<file path="src/rtl/vga_pattern_gen_if.sv">
// rtl/vga_pattern_gen_if.sv - timing-in / pixel-out bundle for vga_pattern_gen
//
// Purpose: groups the raw VGA timing coming from the timing generator, the
// pattern select, and the re-aligned pixel outputs going to the VGA pins.
// Ports (signals):
//   hcount[9:0], vcount[9:0]  pixel column / line from timing generator
//   video_on                  active-video flag
//   hsync_in, vsync_in        raw syncs, active-low
//   mode[1:0]                 pattern select (taken at frame boundary)
//   hsync, vsync              syncs delayed to line up with rgb
//   rgb[2:0]                  pixel colour {r,g,b}
//   frame_tick                one-cycle pulse per frame
// Modports: master drives timing/mode (timing side), slave is the pattern stage.
interface vga_pattern_gen_if;
  logic [9:0] hcount;
  logic [9:0] vcount;
  logic       video_on;
  logic       hsync_in;
  logic       vsync_in;
  logic [1:0] mode;
  logic       hsync;
  logic       vsync;
  logic [2:0] rgb;
  logic       frame_tick;

  modport master (
    output hcount, vcount, video_on, hsync_in, vsync_in, mode,
    input  hsync, vsync, rgb, frame_tick
  );

  modport slave (
    input  hcount, vcount, video_on, hsync_in, vsync_in, mode,
    output hsync, vsync, rgb, frame_tick
  );
endinterface

</file>
<file path="src/rtl/vga_pattern_gen.sv">
// rtl/vga_pattern_gen.sv - VGA test-pattern source with 2-stage aligned sync path
//
// Purpose: turns raw timing into final rgb plus hsync/vsync delayed by the
// same two cycles. Patterns (mode latched at each vsync falling edge):
//   0 colour bars, 1 checkerboard, 2 bouncing box, 3 solid colour cycle.
// Ports:
//   clk25MHz  pixel clock
//   rst       asynchronous active-high reset
//   bus       vga_pattern_gen_if.slave (timing in, pixels/syncs/frame_tick out)
// Optional build macro: BORDER_EN - forces a one-pixel 111 frame on the
// outermost active rows/columns in every mode.
module vga_pattern_gen #(
  parameter int H_ACTIVE = 640,
  parameter int V_ACTIVE = 480,
  parameter int BOX_SIZE = 32,
  parameter int BOX_STEP = 2
) (
  input logic          clk25MHz,
  input logic          rst,
  vga_pattern_gen_if.slave bus
);

  localparam logic [9:0] MAX_X = 10'(H_ACTIVE - BOX_SIZE);
  localparam logic [9:0] MAX_Y = 10'(V_ACTIVE - BOX_SIZE);
  localparam int         BAR_W = H_ACTIVE / 8;

  // stage 1 copies of the raw timing
  logic [9:0] h1, v1;
  logic       von1, hs1, vs1;
  // set once any post-reset vsync sample exists, so the reset value of vs1
  // can never pair with a low vsync_in to fake a frame boundary
  logic       armed;

  // frame-rate state
  logic [1:0] mode_q;
  logic [7:0] frame_cnt;
  logic [9:0] box_x, box_y;
  logic       neg_x, neg_y;   // 1 = moving towards 0

  // stage 2 outputs
  logic       hsync_q, vsync_q, tick_q;
  logic [2:0] rgb_q;

  logic       boundary;
  logic [10:0] nxt_x, nxt_y;
  logic [2:0] bar;
  logic [2:0] pix_rgb;
  logic       in_box;

  assign boundary = armed & vs1 & ~bus.vsync_in;

  // Returns {neg_next, pos_next}; clamps at the edges instead of overshooting.
  function automatic logic [10:0] bounce(input logic [9:0] pos,
                                         input logic       neg,
                                         input logic [9:0] lim);
    logic [10:0] up;
    up = {1'b0, pos} + 11'(BOX_STEP);
    if (!neg) begin
      if (up >= {1'b0, lim}) return {1'b1, lim};
      else                   return {1'b0, up[9:0]};
    end else begin
      if (pos <= 10'(BOX_STEP)) return {1'b0, 10'd0};
      else                      return {1'b1, pos - 10'(BOX_STEP)};
    end
  endfunction

  always_comb begin
    nxt_x = bounce(box_x, neg_x, MAX_X);
    nxt_y = bounce(box_y, neg_y, MAX_Y);
  end

  always_ff @(posedge clk25MHz or posedge rst) begin
    if (rst) begin
      h1    <= '0;
      v1    <= '0;
      von1  <= 1'b0;
      hs1   <= 1'b1;
      vs1   <= 1'b1;
      armed <= 1'b0;
    end else begin
      h1    <= bus.hcount;
      v1    <= bus.vcount;
      von1  <= bus.video_on;
      hs1   <= bus.hsync_in;
      vs1   <= bus.vsync_in;
      armed <= 1'b1;
    end
  end

  always_ff @(posedge clk25MHz or posedge rst) begin
    if (rst) begin
      tick_q    <= 1'b0;
      mode_q    <= 2'd0;
      frame_cnt <= 8'd0;
      box_x     <= '0;
      box_y     <= '0;
      neg_x     <= 1'b0;
      neg_y     <= 1'b0;
    end else begin
      tick_q <= boundary;
      if (boundary) begin
        mode_q    <= bus.mode;
        frame_cnt <= frame_cnt + 8'd1;
        {neg_x, box_x} <= nxt_x;
        {neg_y, box_y} <= nxt_y;
      end
    end
  end

  // bar index by compare chain on the stage-1 column
  always_comb begin
    bar = 3'd0;
    for (int i = 1; i < 8; i++) begin
      if (h1 >= 10'(i * BAR_W)) bar = 3'(i);
    end
  end

  always_comb begin
    in_box = ({1'b0, h1} >= {1'b0, box_x}) &&
             ({1'b0, h1} <  {1'b0, box_x} + 11'(BOX_SIZE)) &&
             ({1'b0, v1} >= {1'b0, box_y}) &&
             ({1'b0, v1} <  {1'b0, box_y} + 11'(BOX_SIZE));
  end

  always_comb begin
    pix_rgb = 3'b000;
    if (von1) begin
      case (mode_q)
        // bars 111,110,011,010,101,100,001,000 reduce to inverted index bits
        2'd0:    pix_rgb = {~bar[1], ~bar[2], ~bar[0]};
        2'd1:    pix_rgb = (h1[5] ^ v1[5]) ? 3'b111 : 3'b000;
        2'd2:    pix_rgb = in_box ? 3'b111 : 3'b001;
        default: pix_rgb = frame_cnt[7:5];
      endcase
`ifdef BORDER_EN
      if (h1 == 10'd0 || h1 == 10'(H_ACTIVE - 1) ||
          v1 == 10'd0 || v1 == 10'(V_ACTIVE - 1)) begin
        pix_rgb = 3'b111;
      end
`endif
    end
  end

  always_ff @(posedge clk25MHz or posedge rst) begin
    if (rst) begin
      hsync_q <= 1'b1;
      vsync_q <= 1'b1;
      rgb_q   <= 3'b000;
    end else begin
      hsync_q <= hs1;
      vsync_q <= vs1;
      rgb_q   <= pix_rgb;
    end
  end

  assign bus.hsync      = hsync_q;
  assign bus.vsync      = vsync_q;
  assign bus.rgb        = rgb_q;
  assign bus.frame_tick = tick_q;

endmodule

</file>
<file path="src/flat_wrapper.sv">
// flat-port wrapper written by rule: the top's interface ports become plain ports
module vga_pattern_gen_flat 
#(
  parameter int H_ACTIVE = 640,
  parameter int V_ACTIVE = 480,
  parameter int BOX_SIZE = 32,
  parameter int BOX_STEP = 2
)
  (clk25MHz, rst, bus_hcount, bus_vcount, bus_video_on, bus_hsync_in, bus_vsync_in, bus_mode, bus_hsync, bus_vsync, bus_rgb, bus_frame_tick);
  vga_pattern_gen_if bus_i ();
  input logic clk25MHz;
  input logic rst;
  input wire logic [$bits(bus_i.hcount)-1:0] bus_hcount;
  input wire logic [$bits(bus_i.vcount)-1:0] bus_vcount;
  input wire logic [$bits(bus_i.video_on)-1:0] bus_video_on;
  input wire logic [$bits(bus_i.hsync_in)-1:0] bus_hsync_in;
  input wire logic [$bits(bus_i.vsync_in)-1:0] bus_vsync_in;
  input wire logic [$bits(bus_i.mode)-1:0] bus_mode;
  output wire logic [$bits(bus_i.hsync)-1:0] bus_hsync;
  output wire logic [$bits(bus_i.vsync)-1:0] bus_vsync;
  output wire logic [$bits(bus_i.rgb)-1:0] bus_rgb;
  output wire logic [$bits(bus_i.frame_tick)-1:0] bus_frame_tick;
  assign bus_i.hcount = bus_hcount;
  assign bus_i.vcount = bus_vcount;
  assign bus_i.video_on = bus_video_on;
  assign bus_i.hsync_in = bus_hsync_in;
  assign bus_i.vsync_in = bus_vsync_in;
  assign bus_i.mode = bus_mode;
  assign bus_hsync = bus_i.hsync;
  assign bus_vsync = bus_i.vsync;
  assign bus_rgb = bus_i.rgb;
  assign bus_frame_tick = bus_i.frame_tick;
  vga_pattern_gen #(.H_ACTIVE(H_ACTIVE), .V_ACTIVE(V_ACTIVE), .BOX_SIZE(BOX_SIZE), .BOX_STEP(BOX_STEP)) u_core (.clk25MHz(clk25MHz), .rst(rst), .bus(bus_i));
endmodule
</file>
<file path="config.mk">
export PLATFORM = sky130hd
export DESIGN_NAME = vga_pattern_gen_flat
export DESIGN_NICKNAME = d
export VERILOG_FILES = /design/src/rtl/vga_pattern_gen_if.sv /design/src/rtl/vga_pattern_gen.sv /design/src/flat_wrapper.sv
export SDC_FILE = /design/constraint.sdc
export NUM_CORES = 1
export LEC_CHECK = 0
export CAP_MARGIN = 20
export CORE_MARGIN = 10
export CORE_UTILIZATION = 53
export DETAILED_ROUTE_END_ITERATION = 10
export PLACE_DENSITY = 0.8
export SETUP_SLACK_MARGIN = 0.15
export SLEW_MARGIN = 0
export SYNTH_ARGS = -nofsm -noshare
export SYNTH_HDL_FRONTEND = slang
export SYNTH_SLANG_ARGS = --single-unit
</file>
<file path="constraint.sdc">
create_clock -name clk25MHz -period 2.3 [get_ports clk25MHz]
set_input_delay 0.345 -clock clk25MHz [delete_from_list [all_inputs] [get_ports clk25MHz]]
set_output_delay 0.345 -clock clk25MHz [all_outputs]
set_load 0.02 [all_outputs]
</file>
==> qor.csv <==
metric;value;unit
status;finished with violations;
failing checks;negative setup slack;
Static Leakage;2.18;nW
final instance area;5110;µm²
initial antenna violation count;0;
CTS max path bufs;2;
number of global-route vias before repair;3606;
hold buffers post-CTS;0;
Worst-Margin Slew;529;ps
Vias/cell;5.91;
Post-DP HPWL;7.41;mm
number of buffers created by CTS;9;
final WL;10.5;mm
Flop pwr share;28.0;%
final std cells w/o fill;611;
Worst slew margin;64.3;%
largest area contributor in the netlist;dfrtp_1;
DIE AREA;11300;µm²
post-route setup TNS;-73.0;ps
via count;3613;
Clk Latency, worst-skew pair;340;ps
antenna cells;0;
max_cap viols;0;
NetSw;0.00224;W
CTS tree;done;
Slew Limit Fails;0;
post-route antenna net violation count;0;
Die X;106;µm
HP Class;in2async;
Synth Warn #;0;
Setup WS post-layout;-56.5;ps
CP startpoint kind;flip-flop;
switch share;41.6;%
Worst Clk Skew;7.93;ps
fill cell count;554;
die height;106;µm
cell count after placement;586;
Worst Hold Margin;350;ps
Detailed Route Iter0 Violations;294;
RSZ-0062 raised after global routing;true;
syn nets;501;
Combinational Power Share;50.1;%
num rows;31;
area post-placement;4590;µm²
fmax;424;MHz
buffers added on ports;30;
num ports;33;
Tmin final;2360;ps
post-synth top area share;34.4;%
DRC errors left;0;
wire per inst;17.2;µm
most frequent cells in the layout;dfrtp_1 (50), buf_4 (47), nand2_1 (45);
Tcrit/Tclk final;102;%
final hold violation count;0;
Mean Syn Cell Area;9.03;µm²
Crit. End Element;flip-flop;
area grow syn2layout;30.1;%
Clk network pwr share;21.9;%
crit path kind;reg2reg;
Cells after Synth;435;
Distinct cells, synth;70;
htree depth;3;
commonest non-fill, non-tap cell in the layout;dfrtp_1;
Remaining Overflow, GRT;0;
Final Setup Violations;2;
Post-synth EDFFs;0;
final net count;573;
Post-Syn Area;3930;µm²
first-pass GRT wire length;17.1;mm
Pre-antenna DRT Iters;4;
Worst VDD drop;0.636;mV
CP arrival;2610;ps
share of layout cells above drive strength 1;23.2;%
Synth Register Bits;58;
CP Data Required Time;2560;ps
Worst-path clk slew;70;ps
starting density of the core;54.5;%
Root Buffer;clkbuf_8;
register area share after synthesis;37.1;%
clock sink count;58;
core area;7210;µm²
Int Power;0.00314;W
ys flop type;dfrtp_1;
pin count of the biggest net entering global routing;38;
Final GP Congestion;0.916;
worst reg2reg path depth;9;
CP max FO;4;
pwr dens;1050;nW/µm²
GRT Total Usage;18.1;%
synth top area cells;dfrtp_1 (34%), ha_1 (12%), nand2_1 (4.3%);
async set-reset flop share out of synthesis;100;%
==> kinds of logic after synthesis <==
family | count (synthesis) | synth area share (%)
xor+xnor | 19 | 4.24
fa+ha+maj | 39 | 12.4
other cells | 1 | 0.0954
compound gates | 128 | 22.4
simple gates | 143 | 18.9
flops | 58 | 37.1
buf+inv | 47 | 4.97
==> synth_stat cells, types with 6 or more instances <==
library cell / instances
nor3_1: 12
dfrtp_1: 54
nand2_1: 45
buf_2: 9
a21oi_1: 32
clkbuf_1: 9
nand3_1: 15
a31oi_1: 7
o21ai_0: 27
ha_1: 39
o21ai_1: 9
xnor2_1: 18
nor2_1: 25
and3_1: 6
o22ai_1: 6
inv_1: 26
nand4_1: 9
==> sequential cells by signal (all words and copies together) (netlist names), 2 cells and up <==
signal,flops
u_core.box_x,9
u_core.box_y,9
u_core.h1,9
u_core.v1,9
u_core.frame_cnt,8
u_core.bus.rgb,3
u_core.mode_q,2
==> path summary, 6_finish.rpt <==
check,from,to,slack [ps]
max,u_core.box_x[6],u_core.bus.rgb[1],-60
min,rst,u_core.frame_cnt[4],350
max reg2reg,u_core.box_x[6],u_core.bus.rgb[1],-60
min reg2reg,u_core.hs1,u_core.bus.hsync,360
max in group asynchronous,rst,u_core.bus.vsync,1330
min in group clk25MHz,u_core.hs1,u_core.bus.hsync,360
==> repair_timing <==
item                                    CTS  global route
pin swaps                                 3            12
gates resized for setup                   8            36
endpoints found under the setup margin    9            13
gates cloned                              0             0
setup buffers                             2             7
==> power groups by stage <==
stage               clock network (W)  logic, W  registers [W]
floorplan                           0   0.00159        0.00144
global placement                    0   0.00228        0.00147
detailed placement                  0   0.00237        0.00148
CTS                           0.00119   0.00242        0.00147
global route                  0.00124   0.00295        0.00154
finish                        0.00118   0.00269        0.00151
==> through the flow <==
stage,setup slack [ps],util [%],power (W)
2_1_floorplan,70.8,-,0.00303
3_3_place_gp,-8.28,63.7,0.00375
3_5_place_dp,-105,63.7,0.00385
4_1_cts,-29.2,68.0,0.00509
5_1_grt,-77.5,70.8,0.00573
6_report,-56.5,70.8,0.00538
==> critical path: stages (launching register included) <==
cell	delay (ps)
dfrtp_1	450
ha_4	180
nand3_2	90
xnor2_1	140
ha_1	280
nor2b_1	140
o22ai_2	150
o2111ai_1	150
or4_4	510
a31oi_1	170
==> layer usage <==
layer	up-vias	global-route usage (%)	routed length, µm
met2	136	31.1	5450
li1	1739	-	-
met4	0	7.35	235
met1	1714	21.8	4250
met5	-	0	0
met3	24	3.62	556
==> final cells by class <==
cell class	instances	area [µm²]	area share, %
multi-input combinational	330	2460	48.1
clock inverter	7	125	2.45
clock buffer	9	124	2.42
timing repair buffer	81	716	14.0
inverter	27	101	1.98
sequential	58	1460	28.6
tap	99	124	2.42
(Power assumes the default switching activity.)
==> patch, RTL diff (same flow settings) <==
Build with the macro `BORDER_EN` defined.
--- a/src/rtl/vga_pattern_gen.sv
+++ b/src/rtl/vga_pattern_gen.sv
@@ -9,6 +9,8 @@
 //   bus       vga_pattern_gen_if.slave (timing in, pixels/syncs/frame_tick out)
 // Optional build macro: BORDER_EN - forces a one-pixel 111 frame on the
 // outermost active rows/columns in every mode.
+`define BORDER_EN
+
 module vga_pattern_gen #(
   parameter int H_ACTIVE = 640,
   parameter int V_ACTIVE = 480,
Check against the original RTL: not equivalent (Yosys sat finds a counterexample within 4 cycles, from zero or initial values and one cycle with rst high).
==> patch against the original RTL <==
- via count shrank 2.7%
- cell count shrank 6.9%
- total power shrank 12%
- setup slack gained 240 ps
- count of clock-buffer cells in the layout grew 3
- synthesized area shrank 0.35%
- routed wire length shrank 6.6%
- sequential cell count grew 2
- non-clock buffer count shrank 30
- cell area shrank 7.4%
- critical endpoint is now u_core.box_x[3]$_DFFE_PP0P_
- highest routed layer unchanged
==> patch: results (changes against the original RTL) <==
** Place
- The number of buffers inserted by port buffering was 32 (+6.7%).
- The sum of net half-perimeters after detailed placement was 7050 um (-4.8%).
- Area of placed instances :: 4390 um^2 (-4.4%)

** Critical path
- Critical path origin :: u_core.box_x[4]$_DFFE_PP0P_
- Critical path destination :: u_core.box_x[3]$_DFFE_PP0P_
- The kind of cell with the highest combined delay along the critical path is compound AO/OA/AOI/OAI gates.
- Origin of the critical flop-to-flop path :: u_core.box_x[4]$_DFFE_PP0P_
- The largest individual stage delay along the critical path comes from the cell sky130_fd_sc_hd__dfrtp_1.
- The critical-path maximum fanout came to 10 (+6).
- The path depth of the worst reg2reg path is 6 (-3).

** Yosys
- After synthesis, the most frequently instantiated cells are 56 x sky130_fd_sc_hd__dfrtp_1, 39 x sky130_fd_sc_hd__ha_1, 30 x sky130_fd_sc_hd__nor2_1.
- The net count after synthesis was 488 (-2.6%).
- Sequential fraction of the synthesis area :: 0.385 (+0.0141)

** Global route
- Met2 Resource Use GR :: 0.294 (-0.0172)
- GRT Total Usage :: 0.175 (-0.00612)
- The routing usage on met1 came to 0.207 (-0.0105).
- The met3 usage in global routing is 0.0350 (-0.00121).

** Routing
- Met2 wirelength from detailed routing :: 4800 um (-12%)
- The routed wire length on met3 came to 542 um (-2.5%).
- Number of iterations in the first detailed-routing pass :: 5 (+1)
- The number of vias in the routed layout was 3517 (-2.7%).

** Power
- Proportion of power drawn by combinational gates :: 0.427 (-0.074)
- The largest vdd supply drop is 0.535 mV (-16%).
- Power dissipated in sequential cells :: 1630 uW (+8%)
- The internal power of the cells came to 2830 uW (-10%).

** Finish
- The number of nets in the final layout was 531 (-7.3%).
- The final cell count without fillers was 569 (-6.9%).

** Outcome
- The flow ran to the end, and the final reports show no timing, DRC or antenna violations.

** Clocking
- Post-CTS Repair Setup Buffers :: 0 (-2)

** Timing
- The worst setup margin was 181 ps (+238 ps).
patch: cell types whose count changed in the layout (fill, tap and decap cells not counted), moves of 5 or more:
cell and change:
sky130_fd_sc_hd__nor3_1 +8, sky130_fd_sc_hd__o21ai_0 +6, sky130_fd_sc_hd__nor2_1 +5, sky130_fd_sc_hd__nand4_1 +7, sky130_fd_sc_hd__o21ai_1 -9, sky130_fd_sc_hd__o21ai_2 -5, sky130_fd_sc_hd__a21oi_1 -8, sky130_fd_sc_hd__buf_4 -31
sky130_fd_sc_hd__nand2_1 -16
patch: cell families (layout without fill, tap and decap cells):
kind of cell	after synthesis	after routing	share of synthesized area
compound gates	114	114	0.205
xor+xnor	17	17	0.0380
fa+ha+maj	40	40	0.127
buf+inv	46	94	0.0505
flops	60	60	0.385
mux	1	1	0.00256
other cells	1	1	0.000958
simple gates	143	143	0.191
patch: layout make-up:
cell class	count	area (um^2)	area share
Multi-Input combinational cell	316	2270	0.481
Sequential cell	60	1510	0.319
Timing Repair Buffer	51	493	0.104
Clock buffer	12	155	0.0328
Tap cell	99	124	0.0262
Inverter	27	101	0.0214
Clock inverter	4	72.6	0.0153
patch: worst min-delay path by stage:
stage | from | end | slack [ps] | cells past startpoint
4_1_cts | rst | u_core.box_x[5]$_DFFE_PP0P_ | 340 | 2
5_1_grt | rst | u_core.box_y[1]$_DFFE_PP0P_ | 350 | 2
3_5_place_dp | u_core.hs1$_DFF_PP1_ | u_core.bus.hsync$_DFF_PP1_ | 350 | 0
2_1_floorplan | u_core.hs1$_DFF_PP1_ | u_core.bus.hsync$_DFF_PP1_ | 350 | 0
3_3_place_gp | u_core.hs1$_DFF_PP1_ | u_core.bus.hsync$_DFF_PP1_ | 350 | 0
6_report | rst | u_core.box_y[3]$_DFFE_PP0P_ | 320 | 2
